--- src/rtl/spi_sample_shifter_pkg.sv ---
`default_nettype none
// ============================================================================
//  Module   : mini_spi_pkg
//  Purpose  : Shared types and helpers for the SPI sample shifter slice.
//             - state_e : serializer state encoding
//             - CPOL/CPHA : SPI mode implemented (mode 0)
//             - clog2 : constant-evaluable ceil(log2()) used to size counters
//  Revision : 1.0  initial release
// ============================================================================
package mini_spi_pkg;

  typedef enum logic [1:0] {
    IDLE  = 2'd0,
    LOAD  = 2'd1,
    SHIFT = 2'd2
  } state_e;

  localparam logic CPOL = 1'b0;
  localparam logic CPHA = 1'b0;

  // Number of bits needed to encode values 0..value-1.
  function automatic int clog2(input int value);
    int r;
    int v;
    r = 0;
    v = value - 1;
    for (int i = 0; i < 32; i++) begin
      if (v > 0) begin
        r = r + 1;
        v = v >> 1;
      end
    end
    return r;
  endfunction

endpackage
`default_nettype wire

--- src/rtl/spi_sample_shifter_if.sv ---
`default_nettype none
// ============================================================================
//  Module   : spi_sample_shifter_if
//  Purpose  : Bundles the sample-word handshake, received-word output, SPI
//             pins and status pulses of the SPI sample shifter.
//  Ports    : tx_data/tx_valid/tx_ready  - sample word in (valid/ready)
//             rx_data/rx_valid           - captured MOSI word out
//             spi_sclk/spi_cs_n/spi_mosi - pins from the SPI master
//             spi_miso/spi_miso_oe       - slave output pin and pad enable
//             underrun/frame_err         - one-cycle status pulses
//  Modports : slave  - the shifter's view
//             master - the environment's view (upstream stage + SPI master)
//  Revision : 1.0  initial release
// ============================================================================
interface spi_sample_shifter_if #(
  parameter int N = 8
) ();

  logic [N-1:0] tx_data;
  logic         tx_valid;
  logic         tx_ready;
  logic [N-1:0] rx_data;
  logic         rx_valid;
  logic         spi_sclk;
  logic         spi_cs_n;
  logic         spi_mosi;
  logic         spi_miso;
  logic         spi_miso_oe;
  logic         underrun;
  logic         frame_err;

  modport slave (
    input  tx_data, tx_valid, spi_sclk, spi_cs_n, spi_mosi,
    output tx_ready, rx_data, rx_valid, spi_miso, spi_miso_oe,
           underrun, frame_err
  );

  modport master (
    output tx_data, tx_valid, spi_sclk, spi_cs_n, spi_mosi,
    input  tx_ready, rx_data, rx_valid, spi_miso, spi_miso_oe,
           underrun, frame_err
  );

endinterface
`default_nettype wire

--- src/rtl/spi_sample_shifter_sync.sv ---
`default_nettype none
// ============================================================================
//  Module   : spi_sync
//  Purpose  : Multi-flop synchronizer for one asynchronous SPI pin.
//  Ports    : clk, rst_n - system clock, async active-low reset
//             i_d        - asynchronous input
//             o_q        - synchronized output (SYNC_STAGES clk latency)
//  Params   : SYNC_STAGES - chain depth (>= 2)
//             RESET_VAL   - value held by every stage during reset, chosen
//                           as the pin's idle level so no false edge appears
//                           on reset release
//  Revision : 1.0  initial release
// ============================================================================
module spi_sync #(
  parameter int   SYNC_STAGES = 2,
  parameter logic RESET_VAL   = 1'b0
) (
  input  wire logic clk,
  input  wire logic rst_n,
  input  wire logic i_d,
  output logic      o_q
);

  logic [SYNC_STAGES-1:0] r_sync;

  always_ff @(posedge clk or negedge rst_n) begin
    if (!rst_n) begin
      r_sync <= {SYNC_STAGES{RESET_VAL}};
    end else begin
      r_sync <= {r_sync[SYNC_STAGES-2:0], i_d};
    end
  end

  assign o_q = r_sync[SYNC_STAGES-1];

endmodule
`default_nettype wire

--- src/rtl/spi_sample_shifter.sv ---
`default_nettype none
// ============================================================================
//  Module   : spi_sample_shifter
//  Purpose  : SPI mode-0 slave serializer. Buffers one complemented sample
//             word from the upstream stage and shifts it out MSB first on
//             MISO while capturing the master's MOSI word. SPI pins are
//             oversampled by clk.
//  Ports    : clk   - system clock (>= 2*(SYNC_STAGES+2) x sclk)
//             rst_n - asynchronous active-low reset
//             bus   - spi_sample_shifter_if.slave: tx handshake, rx word,
//                     SPI pins, underrun / frame_err pulses
//  Params   : N           - word width (>= 2)
//             SYNC_STAGES - synchronizer depth per SPI input (>= 2)
//  Revision : 1.0  initial release
// ============================================================================
module spi_sample_shifter
  import mini_spi_pkg::*;
#(
  parameter int N           = 8,
  parameter int SYNC_STAGES = 2
) (
  input  wire logic            clk,
  input  wire logic            rst_n,
  spi_sample_shifter_if.slave  bus
);

  localparam int             CNT_W   = clog2(N + 1);
  localparam logic [CNT_W-1:0] C_N    = CNT_W'(N);
  localparam logic [CNT_W-1:0] C_N_M1 = CNT_W'(N - 1);

  // ---------------------------------------------------------------- sync
  logic w_sclk_s;
  logic w_cs_n_s;
  logic w_mosi_s;

  spi_sync #(.SYNC_STAGES(SYNC_STAGES), .RESET_VAL(1'b0)) u_sync_sclk (
    .clk(clk), .rst_n(rst_n), .i_d(bus.spi_sclk), .o_q(w_sclk_s)
  );
  spi_sync #(.SYNC_STAGES(SYNC_STAGES), .RESET_VAL(1'b1)) u_sync_cs_n (
    .clk(clk), .rst_n(rst_n), .i_d(bus.spi_cs_n), .o_q(w_cs_n_s)
  );
  spi_sync #(.SYNC_STAGES(SYNC_STAGES), .RESET_VAL(1'b0)) u_sync_mosi (
    .clk(clk), .rst_n(rst_n), .i_d(bus.spi_mosi), .o_q(w_mosi_s)
  );

  // -------------------------------------------------------- edge detect
  logic r_sclk_d;
  logic r_cs_n_d;

  always_ff @(posedge clk or negedge rst_n) begin
    if (!rst_n) begin
      r_sclk_d <= 1'b0;
      r_cs_n_d <= 1'b1;
    end else begin
      r_sclk_d <= w_sclk_s;
      r_cs_n_d <= w_cs_n_s;
    end
  end

  logic w_sclk_rise;
  logic w_sclk_fall;
  logic w_cs_rise;
  logic w_cs_fall;

  assign w_sclk_rise =  w_sclk_s & ~r_sclk_d;
  assign w_sclk_fall = ~w_sclk_s &  r_sclk_d;
  assign w_cs_rise   =  w_cs_n_s & ~r_cs_n_d;
  assign w_cs_fall   = ~w_cs_n_s &  r_cs_n_d;

  // ---------------------------------------------------------------- FSM
  state_e           r_state;
  state_e           w_next_state;
  logic [CNT_W-1:0] r_bit_cnt;
  logic             w_do_load;
  logic             w_do_rx;
  logic             w_do_tx_shift;
  logic             w_abort;

  always_ff @(posedge clk or negedge rst_n) begin
    if (!rst_n) begin
      r_state <= IDLE;
    end else begin
      r_state <= w_next_state;
    end
  end

  // Deselect overrides everything, including a simultaneous sclk edge.
  always_comb begin
    w_next_state  = r_state;
    w_do_load     = 1'b0;
    w_do_rx       = 1'b0;
    w_do_tx_shift = 1'b0;
    w_abort       = 1'b0;
    if (w_cs_rise) begin
      w_next_state = IDLE;
      w_abort      = 1'b1;
    end else begin
      case (r_state)
        IDLE: begin
          if (w_cs_fall) begin
            w_next_state = LOAD;
          end
        end
        LOAD: begin
          w_do_load    = 1'b1;
          w_next_state = SHIFT;
        end
        SHIFT: begin
          // A rise after the word is complete cannot occur in mode 0;
          // guarding it keeps bit_cnt from wrapping.
          if (w_sclk_rise && (r_bit_cnt != C_N)) begin
            w_do_rx = 1'b1;
          end else if (w_sclk_fall) begin
            if (r_bit_cnt == C_N) begin
              w_next_state = LOAD;
            end else begin
              w_do_tx_shift = 1'b1;
            end
          end
        end
        default: begin
          w_next_state = IDLE;
        end
      endcase
    end
  end

  // ----------------------------------------------------------- datapath
  logic [N-1:0] r_hold;
  logic         r_pending;
  logic [N-1:0] r_shift;
  logic [N-1:0] r_rx_sr;
  logic [N-1:0] r_rx_data;
  logic         r_rx_valid;
  logic         r_word_done;
  logic         r_underrun;
  logic         r_frame_err;
  logic         w_accept;

  // tx_ready is ~pending, so an accept can only coincide with a load whose
  // buffer is empty; the new word then stays pending for the next load.
  assign w_accept = bus.tx_valid & ~r_pending;

  always_ff @(posedge clk or negedge rst_n) begin
    if (!rst_n) begin
      r_hold    <= '0;
      r_pending <= 1'b0;
    end else if (w_accept) begin
      r_hold    <= bus.tx_data;
      r_pending <= 1'b1;
    end else if (w_do_load) begin
      r_pending <= 1'b0;
    end
  end

  always_ff @(posedge clk or negedge rst_n) begin
    if (!rst_n) begin
      r_shift     <= '0;
      r_rx_sr     <= '0;
      r_rx_data   <= '0;
      r_rx_valid  <= 1'b0;
      r_word_done <= 1'b0;
      r_underrun  <= 1'b0;
      r_frame_err <= 1'b0;
      r_bit_cnt   <= '0;
    end else begin
      r_rx_valid  <= 1'b0;
      r_word_done <= 1'b0;
      r_underrun  <= 1'b0;
      r_frame_err <= 1'b0;

      if (w_abort) begin
        r_bit_cnt   <= '0;
        r_frame_err <= (r_bit_cnt != '0) && (r_bit_cnt < C_N);
      end

      if (w_do_load) begin
        r_shift    <= r_pending ? r_hold : '0;
        r_underrun <= ~r_pending;
        r_bit_cnt  <= '0;
      end

      if (w_do_rx) begin
        r_rx_sr     <= {r_rx_sr[N-2:0], w_mosi_s};
        r_bit_cnt   <= r_bit_cnt + 1'b1;
        r_word_done <= (r_bit_cnt == C_N_M1);
      end

      if (w_do_tx_shift) begin
        r_shift <= {r_shift[N-2:0], 1'b0};
      end

      // Publish one cycle after the completing rise; a complete word is
      // delivered even if the master deselects in that cycle.
      if (r_word_done) begin
        r_rx_data  <= r_rx_sr;
        r_rx_valid <= 1'b1;
      end
    end
  end

  // ------------------------------------------------------------ outputs
  assign bus.tx_ready    = ~r_pending;
  assign bus.rx_data     = r_rx_data;
  assign bus.rx_valid    = r_rx_valid;
  assign bus.underrun    = r_underrun;
  assign bus.frame_err   = r_frame_err;
  assign bus.spi_miso_oe = ~w_cs_n_s;
  assign bus.spi_miso    = (~w_cs_n_s) ? r_shift[N-1] : 1'b0;

endmodule
`default_nettype wire

--- src/flat_wrapper.sv ---
// flat-port wrapper written by rule: the top's interface ports become plain ports
module spi_sample_shifter_flat import mini_spi_pkg::*;
#(
  parameter int N           = 8,
  parameter int SYNC_STAGES = 2
)
  (clk, rst_n, bus_tx_data, bus_tx_valid, bus_spi_sclk, bus_spi_cs_n, bus_spi_mosi, bus_tx_ready, bus_rx_data, bus_rx_valid, bus_spi_miso, bus_spi_miso_oe, bus_underrun, bus_frame_err);
  spi_sample_shifter_if #(.N(N)) bus_i ();
  input  wire logic clk;
  input  wire logic rst_n;
  input wire logic [$bits(bus_i.tx_data)-1:0] bus_tx_data;
  input wire logic [$bits(bus_i.tx_valid)-1:0] bus_tx_valid;
  input wire logic [$bits(bus_i.spi_sclk)-1:0] bus_spi_sclk;
  input wire logic [$bits(bus_i.spi_cs_n)-1:0] bus_spi_cs_n;
  input wire logic [$bits(bus_i.spi_mosi)-1:0] bus_spi_mosi;
  output wire logic [$bits(bus_i.tx_ready)-1:0] bus_tx_ready;
  output wire logic [$bits(bus_i.rx_data)-1:0] bus_rx_data;
  output wire logic [$bits(bus_i.rx_valid)-1:0] bus_rx_valid;
  output wire logic [$bits(bus_i.spi_miso)-1:0] bus_spi_miso;
  output wire logic [$bits(bus_i.spi_miso_oe)-1:0] bus_spi_miso_oe;
  output wire logic [$bits(bus_i.underrun)-1:0] bus_underrun;
  output wire logic [$bits(bus_i.frame_err)-1:0] bus_frame_err;
  assign bus_i.tx_data = bus_tx_data;
  assign bus_i.tx_valid = bus_tx_valid;
  assign bus_i.spi_sclk = bus_spi_sclk;
  assign bus_i.spi_cs_n = bus_spi_cs_n;
  assign bus_i.spi_mosi = bus_spi_mosi;
  assign bus_tx_ready = bus_i.tx_ready;
  assign bus_rx_data = bus_i.rx_data;
  assign bus_rx_valid = bus_i.rx_valid;
  assign bus_spi_miso = bus_i.spi_miso;
  assign bus_spi_miso_oe = bus_i.spi_miso_oe;
  assign bus_underrun = bus_i.underrun;
  assign bus_frame_err = bus_i.frame_err;
  spi_sample_shifter #(.N(N), .SYNC_STAGES(SYNC_STAGES)) u_core (.clk(clk), .rst_n(rst_n), .bus(bus_i));
endmodule
--- config.mk ---
export PLATFORM = sky130hd
export DESIGN_NAME = spi_sample_shifter_flat
export DESIGN_NICKNAME = d
export VERILOG_FILES = /design/src/rtl/spi_sample_shifter_pkg.sv /design/src/rtl/spi_sample_shifter_if.sv /design/src/rtl/spi_sample_shifter_sync.sv /design/src/rtl/spi_sample_shifter.sv /design/src/flat_wrapper.sv
export SDC_FILE = /design/constraint.sdc
export NUM_CORES = 1
export LEC_CHECK = 0
export CAP_MARGIN = 5
export CORE_ASPECT_RATIO = 1.4
export CORE_UTILIZATION = 25
export DETAILED_ROUTE_END_ITERATION = 16
export PLACE_DENSITY = 0.4
export SLEW_MARGIN = 20
export SYNTH_ARGS = -nofsm -noshare
export SYNTH_HDL_FRONTEND = slang
export SYNTH_SLANG_ARGS = --single-unit
--- constraint.sdc ---
create_clock -name clk -period 2.3 [get_ports clk]
set_clock_uncertainty 0.15 [all_clocks]
set_input_delay 0.46 -clock clk [delete_from_list [all_inputs] [get_ports clk]]
set_output_delay 0.46 -clock clk [all_outputs]
set_load 0.05 [all_outputs]
==> flow_summary.toml, run 1 <==
[worst_setup_path]
r2r_end = "u_core.r_rx_sr[0]"
crit_type = "register to primary output"
reg2reg_slack_ns = 0.54
arrival_ns = 1.62
cp_max_fo = 7
r2r_start = "u_core.r_bit_cnt[0]"
critPathCaptureType = "primary output"
rr_worst_depth = 5
critPathRequiredTime_ns = 1.69
start_kind = "register"

[place]
port_buffers = 27
hpwlAfterDp_um = 2730
dp_cells = 290
pre_cts_slack_ns = 0.359
gp_congestion = 0.696
place_area_sq_um = 2500

[hold_path]
hold_path.class = "register to register"
holdPathStages = 0
hp-start = "u_core.u_sync_sclk.r_sync[0]"
hold_end = "u_core.u_sync_sclk.r_sync[1]"

[cells_and_area]
final_nets = 212
instances_no_fill = 299
n_antenna_cell = 0
multi_input_area_sq_um = 767
layout-drive-gt1-share_pct = 20.3
area_growth_syn_to_layout_pct = 26.5
regArea_sq_um = 1280
design_area_sq_um = 2670
post-route-util_pct = 32.7
fillCellCount = 835

[run]
cap_violations = 0

[route]
drt_iter0_markers = 58
post_drt_wl_per_cell_um = 12.5
drc_errors = 0
drt-pass1-iter-count = 4
vias = 1317
drt-total-wl_um = 3750
viasPerCell = 4.40
antenna_left = 0

[power_and_ir_drop]
ir_worst_vdd_mv = 0.453
p_leak_nw = 1.20
total_power_mw = 2.58
power_density_nw_per_um2 = 966

[logic_synthesis]
ys_types = 34
synth_top_area_share_pct = 56.9
yosys_warnings = 0
synth_area_leaders = "dfrtp_1, mux2_2, mux2_4, a21oi_1, dfstp_2"
ys_ff_latch = 51
yosysTopAreaCell = "dfrtp_1"
syn_nets = 181
synth_area_sq_um = 2110
synthCells = 165
ys_seq_area_share_pct = 60.7
syn_area_per_cell_sq_um = 12.8

[floorplan]
fp.dieW_um = 79.6
dieArea_sq_um = 8810
initial_core_util_pct = 25.9
placementRows = 39
die_h_um = 111
core_area_sq_um = 8150
io_pins = 28

[clocking]
cts_sinks = 51
cts_setup_buffers = 0
cts.path.max_buffers = 2
htreeDepth = 2
cts-buffers-inserted = 5
clock_latency_ns = 0.28
cts_tree = "done"
clkTransAtPathRegs_ns = 0.06
cts-root-buf = "clkbuf_16"

[timing]
tns_ns = 0
hold_viol = 0
fin_crit_sh_pct = 96.7
maxSlewViolCount = 0
period_needed_ns = 2.23
hold_ws_ns = 0.201
rsz0062_at_grt = "false"
setup_viol = 0
max_freq_mhz = 449
relSlewSlack_pct = 66.5
worst_slew_pin_slew_ns = 0.501
setup_slack_ns = 0.0749

[grt]
grt_pass1_wl_um = 6440
grt_use_total_pct = 9.50
grt_max_degree = 33
met3_usage_pct = 2.72
grt_pass1_vias = 1449
use_met1_pct = 10.8
grt_overflow_total = 0
antenna_found_initial = 0
busiest_layer = "met2"
grt.met2_usage_pct = 16.1

[status]
status = "finished clean"
-- Yosys cell counts --
library cell / count
buf_2: 5
nand3_1: 3
a211oi_1: 1
nand2b_1: 3
a21o_1: 1
inv_1: 5
a2bb2oi_1: 1
and4bb_1: 1
xnor2_1: 1
a21boi_0: 1
o31ai_1: 1
nand3b_1: 1
nand4_4: 1
nor3_1: 9
and2b_2: 1
nand3b_4: 1
nand2_1: 10
mux2_2: 12
nand4_1: 2
and3_1: 1
ha_1: 2
mux2_4: 7
dfrtp_1: 48
mux2_1: 5
buf_6: 1
nand2b_2: 1
o2111ai_1: 1
dfstp_2: 3
clkbuf_1: 2
o21ai_0: 3
nand4b_2: 1
a21oi_1: 16
nor2b_1: 5
nor2_1: 9
-- final cells by class --
cell class | count | area share [%]
Clock buffer | 8 | 5.86
Inverter | 5 | 0.704
Multi-Input combinational cell | 101 | 28.8
Sequential cell | 51 | 48.0
Tap cell | 102 | 4.78
Timing Repair Buffer | 32 | 11.9
-- kinds of logic (layout without fill, tap and decap cells) --
group | after synthesis | after routing | synth area share (%)
buffers and inverters | 13 | 45 | 2.97
muxes | 24 | 24 | 14.1
adders and majority gates | 2 | 2 | 1.19
and+or+nand+nor | 49 | 49 | 13.9
AOI/OAI and AO/OA | 25 | 25 | 6.76
xor gates and xnor gates | 1 | 1 | 0.415
DFF | 51 | 51 | 60.7
-- sequential cells by signal, indices dropped and copies added, names as in the netlist --
name	cells
u_core.bus.frame_err	1
u_core.bus.rx_data	8
u_core.bus.rx_valid	1
u_core.bus.underrun	1
u_core.r_bit_cnt	4
u_core.r_cs_n_d	1
u_core.r_hold	8
u_core.r_pending	1
u_core.r_rx_sr	8
u_core.r_sclk_d	1
u_core.r_shift	8
u_core.r_state	2
u_core.r_word_done	1
u_core.u_sync_cs_n.r_sync	2
u_core.u_sync_mosi.r_sync	2
u_core.u_sync_sclk.r_sync	2
-- worst max-delay path, stage by stage (launching register included) --
cell and delay, ns:
dfstp_2 0.59, inv_1 0.05, clkdlybuf4s50_1 0.69
-- worst max path at each step --
stage | start | to | slack [ns]
5_1_grt | u_core.u_sync_cs_n.r_sync[1] | bus_spi_miso_oe | 0.01
2_1_floorplan | u_core.u_sync_cs_n.r_sync[1] | bus_spi_miso | 0.61
6_report | u_core.u_sync_cs_n.r_sync[1] | bus_spi_miso_oe | 0.07
3_5_place_dp | u_core.u_sync_cs_n.r_sync[1] | bus_spi_miso | 0.36
3_3_place_gp | u_core.u_sync_cs_n.r_sync[1] | bus_spi_miso | 0.37
4_1_cts | u_core.u_sync_cs_n.r_sync[1] | bus_spi_miso | 0.04
-- report_power, final --
| group | leakage, nW | switching, mW | internal [mW] |
|---|---|---|---|
| clock | 0.0772 | 0.307 | 0.464 |
| sequential | 0.653 | 0.148 | 1.10 |
| combinational | 0.469 | 0.284 | 0.274 |
-- layout by cell type, fill, tap and decap left out, drive strengths merged, types with 2 or more instances in the layout --
cell,n
nor2b,5
dfstp,3
a21oi,16
buf,6
nor3,9
nand4,3
o21ai,3
nor2,9
nand2,10
ha,2
clkbuf,8
nand3b,2
inv,5
mux2,24
nand2b,4
clkdlybuf4s50,24
nand3,3
dfrtp,48
-- layer usage --
layer,share of wire (%),wire [um]
met1,43,1610
met2,53,1970
met3,3.9,145
met4,0.69,26
met5,0,0
-- timing repair --
action | in CTS | in global routing
hold buffers | 1 | 0
hold endpoints to repair | 19 | 0
endpoints found under the setup margin | 0 | 1
resized for setup | 0 | 1
Note: power is estimated with default switching activity, not from simulation.
==> run 2, diff against run 1 <==
--- a/config.mk
+++ b/config.mk
@@ -10,7 +10,7 @@
 export CORE_UTILIZATION = 25
 export DETAILED_ROUTE_END_ITERATION = 16
 export PLACE_DENSITY = 0.4
-export SLEW_MARGIN = 20
+export SLEW_MARGIN = 40
 export SYNTH_ARGS = -nofsm -noshare
 export SYNTH_HDL_FRONTEND = slang
 export SYNTH_SLANG_ARGS = --single-unit
==> constraint.sdc (replaced) <==
create_clock -name clk -period 2.3 [get_ports clk]
set_clock_uncertainty 0.15 [all_clocks]
set_input_delay 0.46 -clock clk [delete_from_list [all_inputs] [get_ports clk]]
set_output_delay 0.46 -clock clk [all_outputs]
set_load 0.02 [all_outputs]
==> flow_summary.toml, run 2 (synthesis results as in run 1) <==
[cells_and_area]
final_nets = 213
layout_commonest_cell = "dfrtp_1"
fillCellCount = 818
layout-drive-gt1-share_pct = 20.7
layout_common_cells = "dfrtp_1, clkdlybuf4s50_1, a21oi_1"
n_antenna_cell = 0
area_growth_syn_to_layout_pct = 27.4
post-route-util_pct = 33.0

[hold_path]
holdPathStages = 0
hold_path.class = "register to register"

[clocking]
htreeDepth = 2
cts-root-buf = "clkbuf_16"
cts_setup_buffers = 0
cts_tree = "done"
cts_resized = 0
cts-buffers-inserted = 5
clock_latency_ns = 0.29
clkTransAtPathRegs_ns = 0.07
cts_sinks = 51
cts.path.max_buffers = 2

[grt]
antenna_found_initial = 0
grt_pass1_vias = 1393
grt_max_degree = 32
grt_pass1_wl_um = 6590
grt_overflow_total = 0
grt_use_total_pct = 9.51

[floorplan]
placementRows = 39
dieArea_sq_um = 8810
fp.dieW_um = 79.6
core_area_sq_um = 8150
die_h_um = 111
io_pins = 28
initial_core_util_pct = 25.9

[worst_setup_path]
cpPeakStageDelay_ns = 0.59
critPathCaptureType = "primary output"
crit_type = "register to primary output"
cp.depth = 2
arrival_ns = 1.47
crit_family = "flip-flops"
start_kind = "register"
crit_buf_inv = 1
critPathSlowestCell = "dfstp_2"
rr_worst_depth = 5
cp_max_fo = 7
critPathRequiredTime_ns = 1.69
crit_chain = "nor2b_1 -> clkdlybuf4s50_1"

[route]
drc_errors = 0
antenna_left = 0
drt-total-wl_um = 3740
drt-met1-wl_um = 1620
routed-wl-met3_um = 136
vias = 1338
post_drt_wl_per_cell_um = 12.5
met2_length_um = 1890
viasPerCell = 4.46
route.top_layer_used = "met4"
drt_iter0_markers = 22
drt-pass1-iter-count = 4

[timing]
setup_slack_ns = 0.215
relSlewSlack_pct = 67.5
maxSlewViolCount = 0
worst_slew_pin_slew_ns = 0.488
max_freq_mhz = 480
rsz0062_at_grt = "false"
hold_viol = 0
fin_crit_sh_pct = 90.7
tns_ns = 0
period_needed_ns = 2.08
setup_viol = 0

[place]
port_buffers = 27
pre_cts_slack_ns = 0.460
hpwlAfterDp_um = 2650
gp_congestion = 0.753

[power_and_ir_drop]
ir_worst_vdd_mv = 0.377
p_leak_nw = 1.19
p_comb_share_pct = 21.1
power.internal_mw = 1.90
clockPowerShare_pct = 32.1
total_power_mw = 2.62
sequentialPowerShare_pct = 46.8
power_switching_mw = 0.720
switching_share_pct = 27.5
power_density_nw_per_um2 = 975

[run]
cap_violations = 0

[status]
status = "finished clean"
[run 2: cell types whose count changed in the layout (fill, tap and decap cells not counted)]
cell,before,now
clkinv_2,0,1
bufinv_16,0,1
clkinv_4,0,1
clkbuf_1,1,0
dlymetal6s2s_1,1,0
clkdlybuf4s50_1,24,26
clkbuf_8,2,0
[run 2: area by class of cell]
type	instances	area [sq um]	area share [%]
multi-input combinational	101	767	28.5
timing repair buffer	33	325	12.1
sequential	51	1280	47.6
inverter	5	18.8	0.698
tap	102	128	4.75
clock buffer	5	125	4.66
clock inverter	3	43.8	1.63
[run 2: routing by layer]
metal  up-vias  track usage (%)
met5         -                0
met4         0             4.24
met3         7             2.47
met2        31             15.8
met1       664             11.3
li1        636                -
[run 2: worst paths after layout]
| path | from | end | slack (ns) |
|---|---|---|---|
| min | u_core.u_sync_mosi.r_sync[0] | u_core.u_sync_mosi.r_sync[1] | 0.20 |
| min reg2reg | u_core.u_sync_mosi.r_sync[0] | u_core.u_sync_mosi.r_sync[1] | 0.20 |
| max in group asynchronous | rst_n | u_core.u_sync_cs_n.r_sync[1] | 0.88 |
| max reg2reg | u_core.r_bit_cnt[0] | u_core.r_rx_sr[7] | 0.54 |
| max | u_core.u_sync_cs_n.r_sync[1] | bus_spi_miso | 0.22 |
| min in group asynchronous | rst_n | u_core.bus.rx_data[5] | 0.52 |
[run 2: power by group through the flow]
stage | Clock (mW) | Sequential (mW) | Combinational, mW
floorplan | 0 | 1.21 | 0.403
global placement | 0 | 1.24 | 0.550
detailed placement | 0 | 1.24 | 0.561
CTS | 0.870 | 1.23 | 0.564
global route | 0.899 | 1.25 | 0.622
finish | 0.841 | 1.23 | 0.553
[run 2: per-stage QoR]
stage	area (sq um)	hold slack, ns	instances
after floorplan	2110	0.0144	165
after global placement	2510	0.186	291
after detailed placement	2510	0.191	291
after CTS	2690	0.207	300
after global routing	2690	0.208	300
final	2690	0.205	300
[run 2: what timing repair did]
action                                  in CTS  in global routing
hold endpoints to repair                    20                  0
endpoints found under the setup margin       0                  0
hold buffers                                 1                  0
